**config.mk**
```make
export PLATFORM = sky130hd
export DESIGN_NAME = vol_stats_finalize_flat
export DESIGN_NICKNAME = d
export VERILOG_FILES = /design/src/rtl/vol_stats_finalize_pkg.sv /design/src/rtl/vol_stats_finalize_if.sv /design/src/rtl/vol_stats_finalize_serial_divider.sv /design/src/rtl/vol_stats_finalize.sv /design/src/flat_wrapper.sv
export SDC_FILE = /design/constraint.sdc
export NUM_CORES = 1
export LEC_CHECK = 0
export CELL_PAD_IN_SITES_DETAIL_PLACEMENT = 0
export CELL_PAD_IN_SITES_GLOBAL_PLACEMENT = 1
export CORE_ASPECT_RATIO = 0.75
export CORE_UTILIZATION = 43
export DETAILED_ROUTE_END_ITERATION = 8
export GPL_TIMING_DRIVEN = 0
export HOLD_SLACK_MARGIN = 0.02
export PLACE_DENSITY = 0.79
export RECOVER_POWER = 50
export REMOVE_ABC_BUFFERS = 1
export SETUP_SLACK_MARGIN = 0.5
export SYNTH_ARGS = -nofsm -noshare
export SYNTH_HDL_FRONTEND = slang
export SYNTH_SLANG_ARGS = --single-unit
```
**constraint.sdc**
```tcl
create_clock -name CLK -period 6.27 [get_ports CLK]
set_clock_uncertainty 0.05 [all_clocks]
set_input_delay 1.254 -clock CLK [delete_from_list [all_inputs] [get_ports CLK]]
set_output_delay 1.254 -clock CLK [all_outputs]
set_load 0.1 [all_outputs]
```
**src/rtl/vol_stats_finalize_pkg.sv**
```systemverilog
// Shared constants and FSM state type for the voltage statistics finalizer.
package vol_meas_pkg;

  localparam int DW_DEF      = 12;
  localparam int SW_DEF      = 32;
  localparam int NW_DEF      = 13;
  localparam int DIV_CYCLES  = 32;
  localparam int SQRT_CYCLES = 12;
  localparam int LATENCY     = 78;
  localparam int SAT_MAX     = 4095;

  typedef enum logic [2:0] {
    IDLE,
    CAPTURE,
    DIV_MEAN,
    DIV_SQ,
    SQRT,
    DONE
  } state_t;

endpackage

```
**src/rtl/vol_stats_finalize_if.sv**
```systemverilog
// Window-totals in / display-codes out bundle between the min/max/sum block,
// the finalizer and the readout logic.
interface vol_stats_if
  import vol_meas_pkg::*;
#(
  parameter int DW = DW_DEF,
  parameter int SW = SW_DEF,
  parameter int NW = NW_DEF
);
  logic          MEAN_FLAG;
  logic [SW-1:0] SUM_IN;
  logic [SW-1:0] SUMSQ_IN;
  logic [SW-1:0] MAX_IN;
  logic [SW-1:0] MIN_IN;
  logic [NW-1:0] N_SAMPLES;
  logic [DW-1:0] MEAN_OUT;
  logic [DW-1:0] RMS_OUT;
  logic [DW-1:0] VPP_OUT;
  logic          RESULT_VALID;
  logic          BUSY;
  logic          ERR_DIV0;
  logic          ERR_OVERRUN;

  modport master (
    output MEAN_FLAG, SUM_IN, SUMSQ_IN, MAX_IN, MIN_IN, N_SAMPLES,
    input  MEAN_OUT, RMS_OUT, VPP_OUT, RESULT_VALID, BUSY, ERR_DIV0, ERR_OVERRUN
  );

  modport slave (
    input  MEAN_FLAG, SUM_IN, SUMSQ_IN, MAX_IN, MIN_IN, N_SAMPLES,
    output MEAN_OUT, RMS_OUT, VPP_OUT, RESULT_VALID, BUSY, ERR_DIV0, ERR_OVERRUN
  );
endinterface

```
**src/rtl/vol_stats_finalize_serial_divider.sv**
```systemverilog
// Restoring serial divider: one quotient bit per clock. The start cycle already
// performs the first step, so the quotient is complete DIV_CYCLES edges after
// start and o_done pulses in the following cycle.
module serial_divider
  import vol_meas_pkg::*;
#(
  parameter int SW = SW_DEF,
  parameter int NW = NW_DEF
) (
  input  logic          CLK,
  input  logic          RSTB,
  input  logic          i_start,
  input  logic [SW-1:0] i_dividend,
  input  logic [NW-1:0] i_divisor,
  output logic [SW-1:0] o_quot,
  output logic          o_done
);

  localparam int CW = $clog2(DIV_CYCLES);
  localparam logic [CW-1:0] L_LAST = CW'(DIV_CYCLES - 1);

  logic [SW-1:0] r_dvd;
  logic [SW-1:0] r_quot;
  logic [NW-1:0] r_rem;
  logic [NW-1:0] r_dvs;
  logic [CW-1:0] r_cnt;
  logic          r_active;
  logic          r_done;

  logic [SW-1:0] w_src_dvd;
  logic [SW-1:0] w_src_quot;
  logic [NW-1:0] w_src_rem;
  logic [NW-1:0] w_src_dvs;
  logic [NW:0]   w_sh;
  logic [NW:0]   w_diff;
  logic          w_ge;
  logic          w_last;
  logic          w_unused;

  // A start overrides the running state so the first step uses fresh operands.
  assign w_src_dvd  = i_start ? i_dividend : r_dvd;
  assign w_src_quot = i_start ? '0 : r_quot;
  assign w_src_rem  = i_start ? '0 : r_rem;
  assign w_src_dvs  = i_start ? i_divisor : r_dvs;
  assign w_sh       = {w_src_rem, w_src_dvd[SW-1]};
  assign w_diff     = w_sh - {1'b0, w_src_dvs};
  assign w_ge       = (w_sh >= {1'b0, w_src_dvs});
  assign w_last     = !i_start && (r_cnt == L_LAST);
  assign w_unused   = ^{w_diff[NW], w_src_quot[SW-1]};

  assign o_quot = r_quot;
  assign o_done = r_done;

  // One shift/compare/subtract step per active cycle.
  always_ff @(posedge CLK or negedge RSTB) begin
    if (!RSTB) begin
      r_dvd    <= '0;
      r_quot   <= '0;
      r_rem    <= '0;
      r_dvs    <= '0;
      r_cnt    <= '0;
      r_active <= 1'b0;
      r_done   <= 1'b0;
    end else begin
      r_done <= 1'b0;
      if (i_start || r_active) begin
        r_rem    <= w_ge ? w_diff[NW-1:0] : w_sh[NW-1:0];
        r_dvd    <= w_src_dvd << 1;
        r_quot   <= {w_src_quot[SW-2:0], w_ge};
        r_dvs    <= w_src_dvs;
        r_cnt    <= i_start ? CW'(1) : r_cnt + 1'b1;
        r_active <= !w_last;
        r_done   <= w_last;
      end
    end
  end

endmodule

```
**src/rtl/vol_stats_finalize.sv**
```systemverilog
// End-of-window finalizer: turns sum / sum-of-squares / max / min into MEAN,
// RMS and peak-to-peak display codes with a fixed 78-cycle latency.
module vol_stats_finalize
  import vol_meas_pkg::*;
#(
  parameter int DW = DW_DEF,
  parameter int SW = SW_DEF,
  parameter int NW = NW_DEF
) (
  input  logic       CLK,
  input  logic       RSTB,
  vol_stats_if.slave bus
);

  localparam int MSW = 2 * DW;
  localparam int CW  = $clog2(DIV_CYCLES);
  localparam logic [CW-1:0] L_DIV_LAST  = CW'(DIV_CYCLES - 1);
  localparam logic [CW-1:0] L_SQRT_LAST = CW'(SQRT_CYCLES - 1);
  localparam logic [DW-1:0] L_SAT       = DW'(SAT_MAX);

  function automatic logic [DW-1:0] sat_mean(input logic [SW-1:0] q);
    if (q > SW'(L_SAT)) return L_SAT;
    return q[DW-1:0];
  endfunction

  function automatic logic [MSW-1:0] clamp_ms(input logic [SW-1:0] q);
    if (q > SW'({MSW{1'b1}})) return '1;
    return q[MSW-1:0];
  endfunction

  state_t        r_state;
  logic [CW-1:0] r_cnt;
  logic [SW-1:0] r_sum;
  logic [SW-1:0] r_sumsq;
  logic [NW-1:0] r_n;
  logic [DW-1:0] r_vpp;
  logic [DW-1:0] r_mean;
  logic [MSW-1:0] r_ms;
  logic [DW+3:0] r_srem;
  logic [DW-1:0] r_root;
  logic [DW-1:0] r_mean_out;
  logic [DW-1:0] r_rms_out;
  logic [DW-1:0] r_vpp_out;
  logic          r_valid;
  logic          r_busy;
  logic          r_div0;
  logic          r_ovr;

  logic [DW-1:0]  w_max;
  logic [DW-1:0]  w_min;
  logic [DW-1:0]  w_vpp;
  logic           w_div_start;
  logic [SW-1:0]  w_div_dvd;
  logic [SW-1:0]  w_quot;
  logic           w_div_done;
  logic [MSW-1:0] w_sq_ms;
  logic [DW+3:0]  w_sq_rem;
  logic [DW-1:0]  w_sq_root;
  logic [DW+3:0]  w_trial;
  logic [DW+3:0]  w_test;
  logic           w_sq_ge;
  logic           w_unused;

  // Only the low DW bits of max/min carry a code; an inverted pair reads as 0.
  assign w_max = bus.MAX_IN[DW-1:0];
  assign w_min = bus.MIN_IN[DW-1:0];
  assign w_vpp = (w_max >= w_min) ? (w_max - w_min) : '0;

  // The divider is shared: SUM/N in DIV_MEAN, SUMSQ/N in DIV_SQ. N=0 never starts it.
  assign w_div_start = ((r_state == DIV_MEAN) || (r_state == DIV_SQ)) &&
                       (r_cnt == '0) && (r_n != '0);
  assign w_div_dvd   = (r_state == DIV_SQ) ? r_sumsq : r_sum;

  serial_divider #(
    .SW (SW),
    .NW (NW)
  ) u_div (
    .CLK        (CLK),
    .RSTB       (RSTB),
    .i_start    (w_div_start),
    .i_dividend (w_div_dvd),
    .i_divisor  (r_n),
    .o_quot     (w_quot),
    .o_done     (w_div_done)
  );

  // Digit-by-digit root: each step brings in two radicand bits and decides one
  // root bit. The first step seeds from the clamped mean-square quotient.
  assign w_sq_ms   = (r_cnt == '0) ? clamp_ms(w_quot) : r_ms;
  assign w_sq_rem  = (r_cnt == '0) ? '0 : r_srem;
  assign w_sq_root = (r_cnt == '0) ? '0 : r_root;
  assign w_trial   = {w_sq_rem[DW+1:0], w_sq_ms[MSW-1 -: 2]};
  assign w_test    = {2'b00, w_sq_root, 2'b01};
  assign w_sq_ge   = (w_trial >= w_test);
  assign w_unused  = ^{bus.MAX_IN[SW-1:DW], bus.MIN_IN[SW-1:DW], w_sq_rem[DW+3:DW+2]};

  assign bus.MEAN_OUT     = r_mean_out;
  assign bus.RMS_OUT      = r_rms_out;
  assign bus.VPP_OUT      = r_vpp_out;
  assign bus.RESULT_VALID = r_valid;
  assign bus.BUSY         = r_busy;
  assign bus.ERR_DIV0     = r_div0;
  assign bus.ERR_OVERRUN  = r_ovr;

  // Sequencer: fixed-length phases so latency never depends on the data.
  always_ff @(posedge CLK or negedge RSTB) begin
    if (!RSTB) begin
      r_state    <= IDLE;
      r_cnt      <= '0;
      r_sum      <= '0;
      r_sumsq    <= '0;
      r_n        <= '0;
      r_vpp      <= '0;
      r_mean     <= '0;
      r_ms       <= '0;
      r_srem     <= '0;
      r_root     <= '0;
      r_mean_out <= '0;
      r_rms_out  <= '0;
      r_vpp_out  <= '0;
      r_valid    <= 1'b0;
      r_busy     <= 1'b0;
      r_div0     <= 1'b0;
      r_ovr      <= 1'b0;
    end else begin
      r_valid <= 1'b0;
      r_div0  <= 1'b0;
      r_ovr   <= bus.MEAN_FLAG && (r_state != IDLE);
      case (r_state)
        IDLE: begin
          if (bus.MEAN_FLAG) begin
            r_state <= CAPTURE;
            r_busy  <= 1'b1;
          end
        end
        CAPTURE: begin
          r_sum   <= bus.SUM_IN;
          r_sumsq <= bus.SUMSQ_IN;
          r_n     <= bus.N_SAMPLES;
          r_vpp   <= w_vpp;
          r_cnt   <= '0;
          r_state <= DIV_MEAN;
        end
        DIV_MEAN: begin
          r_cnt <= r_cnt + 1'b1;
          if (r_cnt == L_DIV_LAST) begin
            r_cnt   <= '0;
            r_state <= DIV_SQ;
          end
        end
        DIV_SQ: begin
          if ((r_cnt == '0) && w_div_done) r_mean <= sat_mean(w_quot);
          r_cnt <= r_cnt + 1'b1;
          if (r_cnt == L_DIV_LAST) begin
            r_cnt   <= '0;
            r_state <= SQRT;
          end
        end
        SQRT: begin
          r_ms   <= {w_sq_ms[MSW-3:0], 2'b00};
          r_srem <= w_sq_ge ? (w_trial - w_test) : w_trial;
          r_root <= {w_sq_root[DW-2:0], w_sq_ge};
          r_cnt  <= r_cnt + 1'b1;
          if (r_cnt == L_SQRT_LAST) begin
            r_cnt   <= '0;
            r_state <= DONE;
          end
        end
        DONE: begin
          r_state   <= IDLE;
          r_busy    <= 1'b0;
          r_valid   <= 1'b1;
          r_vpp_out <= r_vpp;
          if (r_n == '0) begin
            r_mean_out <= L_SAT;
            r_rms_out  <= L_SAT;
            r_div0     <= 1'b1;
          end else begin
            r_mean_out <= r_mean;
            r_rms_out  <= r_root;
          end
        end
        default: begin
          r_state <= IDLE;
          r_busy  <= 1'b0;
        end
      endcase
    end
  end

endmodule

```
**src/flat_wrapper.sv**
```systemverilog
// flat-port wrapper written by rule: the top's interface ports become plain ports
module vol_stats_finalize_flat import vol_meas_pkg::*;
#(
  parameter int DW = DW_DEF,
  parameter int SW = SW_DEF,
  parameter int NW = NW_DEF
)
  (CLK, RSTB, bus_MEAN_FLAG, bus_SUM_IN, bus_SUMSQ_IN, bus_MAX_IN, bus_MIN_IN, bus_N_SAMPLES, bus_MEAN_OUT, bus_RMS_OUT, bus_VPP_OUT, bus_RESULT_VALID, bus_BUSY, bus_ERR_DIV0, bus_ERR_OVERRUN);
  vol_stats_if #(.DW(DW), .SW(SW), .NW(NW)) bus_i ();
  input  logic CLK;
  input  logic RSTB;
  input wire logic [$bits(bus_i.MEAN_FLAG)-1:0] bus_MEAN_FLAG;
  input wire logic [$bits(bus_i.SUM_IN)-1:0] bus_SUM_IN;
  input wire logic [$bits(bus_i.SUMSQ_IN)-1:0] bus_SUMSQ_IN;
  input wire logic [$bits(bus_i.MAX_IN)-1:0] bus_MAX_IN;
  input wire logic [$bits(bus_i.MIN_IN)-1:0] bus_MIN_IN;
  input wire logic [$bits(bus_i.N_SAMPLES)-1:0] bus_N_SAMPLES;
  output wire logic [$bits(bus_i.MEAN_OUT)-1:0] bus_MEAN_OUT;
  output wire logic [$bits(bus_i.RMS_OUT)-1:0] bus_RMS_OUT;
  output wire logic [$bits(bus_i.VPP_OUT)-1:0] bus_VPP_OUT;
  output wire logic [$bits(bus_i.RESULT_VALID)-1:0] bus_RESULT_VALID;
  output wire logic [$bits(bus_i.BUSY)-1:0] bus_BUSY;
  output wire logic [$bits(bus_i.ERR_DIV0)-1:0] bus_ERR_DIV0;
  output wire logic [$bits(bus_i.ERR_OVERRUN)-1:0] bus_ERR_OVERRUN;
  assign bus_i.MEAN_FLAG = bus_MEAN_FLAG;
  assign bus_i.SUM_IN = bus_SUM_IN;
  assign bus_i.SUMSQ_IN = bus_SUMSQ_IN;
  assign bus_i.MAX_IN = bus_MAX_IN;
  assign bus_i.MIN_IN = bus_MIN_IN;
  assign bus_i.N_SAMPLES = bus_N_SAMPLES;
  assign bus_MEAN_OUT = bus_i.MEAN_OUT;
  assign bus_RMS_OUT = bus_i.RMS_OUT;
  assign bus_VPP_OUT = bus_i.VPP_OUT;
  assign bus_RESULT_VALID = bus_i.RESULT_VALID;
  assign bus_BUSY = bus_i.BUSY;
  assign bus_ERR_DIV0 = bus_i.ERR_DIV0;
  assign bus_ERR_OVERRUN = bus_i.ERR_OVERRUN;
  vol_stats_finalize #(.DW(DW), .SW(SW), .NW(NW)) u_core (.CLK(CLK), .RSTB(RSTB), .bus(bus_i));
endmodule
```
==> run summary <==
The tools report the number of detailed-routing iterations run before antenna repair as 5. Sequential cells account for 32.1% of the total power. The finished layout holds 2140 standard cells, fillers aside.

The detailed router's first-iteration violation count is 770. The run gives 32700 um as the total detailed-routing wirelength. The tools report the number of warnings reported in the yosys synthesis log as 0. Row generation in the floorplan step produced 57 rows. Wire length of the first global-routing pass: 55500 um.

In this run the cell area of the synthesized design comes to 14200 um2. For the number of placed cells counting well taps, the log shows 2084. For the worst-skew pair, the clock arrives at the later sink with an insertion delay of 560 ps. Number of hold violations in the final report: 0. In the global route stage, overall resource usage came out at 19.9%. The cell at the slowest stage of the critical path is sky130_fd_sc_hd__and4_1. The overall die height was 160 um; the total design power was 9.81 mW.

In this run the power density over the cells is 573 nW/um2. The worst register-to-register path begins at u_core.r_n[1]. For this run, design rule violations remaining after detail routing come to 0. Summed over all instances, the cell type with the most area after synthesis is sky130_fd_sc_hd__dfrtp_1. In the synthesized netlist the async set-or-reset flop fraction comes to 100%. The clock transition at the registers of the reported paths came out at 60 ps.

The worst-margin pin slew is 2820 ps. For the worst slew slack as a fraction of its limit, the log shows -88.1%. The worst hold path begins at u_core.u_div.r_dvs[3]. The tools report the number of cells produced by synthesis as 1573. Entering global routing, the biggest net connects 115 pins. The most common cell in the synthesized netlist was sky130_fd_sc_hd__nand2_1.

In this run the static leakage power is 8.12 nW. Share of the cycle needed by the critical path after routing: 87.1%. The run finished, with violations left.

The count of flip-flops with a built-in enable after synthesis is 0, and the average cell area after synthesis is 9.05 um2. Internal power comes to 5.58 mW. The final reports fail on capacitance limit, slew limit. The routed wirelength normalized by instance count was 15.3 um; the flip-flop and latch count after synthesis was 293. The net load switching power was 4.23 mW; the worst slack at placement was 373 ps. The worst register-to-register path ends at u_core.u_div.r_rem[1]. Cells fill 52.6% of the core in the end. From synthesis to final layout, the design area changed by 20.2%. The critical path's largest stage delay is 1180 ps. For this run, the post-layout net count is 1866.

The clock net in this run drives a total of 293 sinks. Across the run, the number of max-cap violations was 7. The post-place instance area is 16200 um2. Total half-perimeter wirelength after legalization and detailed placement: 21800 um. In the post-synthesis netlist, the biggest area contributors are sky130_fd_sc_hd__dfrtp_1 51%, sky130_fd_sc_hd__nand2_1 11%, sky130_fd_sc_hd__ha_1 3.9%.

Net switching is 43.1% of the power. The number of global-route vias before repair is 10900, and the worst hold path stage count is 2. The count of different cell masters after synthesis is 56, and the quantity of hold-fixing buffers added after cts is 0. The root buffer cell chosen for the clock tree is sky130_fd_sc_hd__clkbuf_16. The number of top-level pins is 184, and the worst ir drop on vdd is 0.246 mV.

Number of buffers on the longest clock path: 3. The logs give 0 for the diode insertion count for antenna repair and 18.0% for the clock share of power. The quantity of I/O buffers inserted on ports is 143, and the worst hold-check slack is 421 ps.

The initial utilization of the core area, before any placement, comes to 43.8%. The count of nets left with antenna violations once routing finished came out at 0. The largest driver fanout on the critical path works out to 27. The die area was 33900 um2. The residual overflow from global routing is 0. Setup total negative slack on the finished layout was measured at 0 ps.

The endpoint with the worst hold slack is u_core.u_div.r_dvs[3]. For the worst setup slack after layout, the log shows 809 ps. The path class of the lowest-slack min-delay path is flop to flop. For the CTS H-tree depth, the log shows 1.

The horizontal die dimension was 212 um. The top cell type by area accounts for 51.5% of the synthesized area. The run gives 0 as the number of setup violations in the final report.

Among all flip-flop cells after synthesis, the most frequent one is sky130_fd_sc_hd__dfrtp_1. The number of cells on the worst reg-to-reg path is 16, and the critical path data arrival time is 5830 ps. Setup repair after global routing left no endpoint under its margin. The total vias in the final route was 11200; the mean number of vias per cell was 5.22. For the post-route standard cell area excluding fillers, the log shows 17100 um2.

The class of the most critical setup path was flop to flop. The logs give 183 MHz for the fmax and 49.9% for the combinational share of power. The global placer's final weighted congestion is 0.871. For the required time reported for the critical path endpoint, the log shows 6640 ps. The final-layout fill cell count is 3063. The initial antenna violation count came out at 0. The fraction of the yosys area taken by sequential cells was 51.5%. TritonCTS built the clock tree. By count the netlist is led by 426 x sky130_fd_sc_hd__nand2_1, 293 x sky130_fd_sc_hd__dfrtp_1, 128 x sky130_fd_sc_hd__nor2_1. The launching element type of the critical path was a flop. The post-route netlist has 5.65% of its cells at a drive strength greater than 1. The clock period could shrink to 5460 ps. The total area inside the core boundary comes to 32500 um2.

The worst setup path is captured at a flop. For the number of max-slew violations in the final report, the log shows 398. The signal on the critical path passes through nor4_1 > and4_1 > nor3_2 > buf_6 > buf_6 > nand2_1 > nand2_1 > ha_1 > fa_1 > nand2b_1 > a211oi_1 > nor2_1 > o21ai_1 > a221o_1 > a2bb2oi_1 > o32ai_1. The worst register-to-register path has a setup slack of 810 ps.

For the TritonCTS buffer count, the log shows 29.
-- cell type report --
type,count,area (um2),share of cell area (%)
well taps,442,553,3.23
repair buffers,165,1680,9.79
clock buffers,39,833,4.87
inverters,41,154,0.899
clock inverters,14,138,0.804
flip-flops and latches,293,7340,42.8
multi-input cells,1146,6430,37.6
-- metal layers --
metal	global-route usage, %	up-vias	share of wire, %
met5	0	-	0
li1	-	5587	-
met3	2.78	40	3.5
met2	29.6	194	43
met4	3.79	0	1.5
met1	30.7	5340	52
-- flip-flops by register name, indices dropped and copies added (netlist names), 12 cells and up --
signal	count
u_core.u_div.r_dvd	31
u_core.r_sum	32
u_core.r_root	12
u_core.r_n	13
u_core.u_div.r_rem	13
u_core.u_div.o_quot	32
u_core.r_ms	22
u_core.r_vpp	12
u_core.bus.RMS_OUT	12
u_core.bus.MEAN_OUT	12
u_core.bus.VPP_OUT	12
u_core.r_sumsq	32
u_core.u_div.r_dvs	13
u_core.r_srem	14
u_core.r_mean	12
-- cell usage in the layout, fill, tap and decap left out, types with 13 or more instances in the layout --
master                            netlist  routed
sky130_fd_sc_hd__nand4_1               16      16
sky130_fd_sc_hd__nand2_1              426     424
sky130_fd_sc_hd__xor2_1                13      13
sky130_fd_sc_hd__xnor2_1               15      15
sky130_fd_sc_hd__clkbuf_16              0      29
sky130_fd_sc_hd__nand3_1               16      16
sky130_fd_sc_hd__a31oi_1               34      34
sky130_fd_sc_hd__ha_1                  44      44
sky130_fd_sc_hd__nor3_1                14      13
sky130_fd_sc_hd__a211oi_1              33      33
sky130_fd_sc_hd__a21oi_1               63      63
sky130_fd_sc_hd__o21ai_0               79      77
sky130_fd_sc_hd__and2_1                29      26
sky130_fd_sc_hd__dfrtp_1              293     292
sky130_fd_sc_hd__inv_1                 41      41
sky130_fd_sc_hd__clkdlybuf4s50_1        0     141
sky130_fd_sc_hd__nor2b_1               38      38
sky130_fd_sc_hd__nor2_1               128     128
sky130_fd_sc_hd__mux2_2                14      14
sky130_fd_sc_hd__mux2i_1               35      35
sky130_fd_sc_hd__o22ai_1               25      25
-- power by group through the flow --
stage | registers, mW | clock network [mW] | logic, mW
after CTS | 3.15 | 1.81 | 4.88
after global placement | 3.19 | 0 | 4.69
after detailed placement | 3.17 | 0 | 4.86
after global routing | 3.26 | 1.88 | 5.48
final | 3.15 | 1.76 | 4.90
after floorplan | 3.67 | 0 | 3.10
-- kinds of logic (layout without fill, tap and decap cells) --
| logic type | count (synthesis) | after routing | synth area share (%) |
|---|---|---|---|
| flip-flops | 293 | 293 | 51.5 |
| buffers and inverters | 134 | 259 | 3.58 |
| AO/OA/AOI/OAI | 324 | 324 | 14.7 |
| XOR/XNOR | 28 | 28 | 1.72 |
| adder cells (fa/ha/maj) | 46 | 46 | 4.15 |
| AND/OR/NAND/NOR | 699 | 699 | 20.8 |
| multiplexers | 49 | 49 | 3.57 |
-- worst max-delay path by stage --
stage,start,to,slack [ps],cells past startpoint
final,u_core.r_n[1],u_core.u_div.r_rem[1],810,16
after global routing,RSTB,u_core.u_div.r_active,310,3
after CTS,u_core.r_n[1],u_core.u_div.r_rem[11],580,16
after detailed placement,u_core.r_cnt[0],u_core.u_div.r_rem[10],370,15
after global placement,RSTB,u_core.r_n[11],-9000,1
after floorplan,u_core.r_cnt[0],u_core.u_div.r_rem[1],-3850,15
-- worst max-delay path: cells and delay by family, from the launching register on --
family	cells	cell delay, ps
compound gates	5	1570
fa+ha+maj	2	610
buf+inv	2	420
flops	1	400
simple gates	7	2230
-- repair_timing --
item                                    CTS  global route
endpoints found under the setup margin   13            23
gates resized for setup                   1             3
pin swaps                                 0             1
buffers inserted                          0             3
No activity file was read; power rests on OpenSTA's default activity.
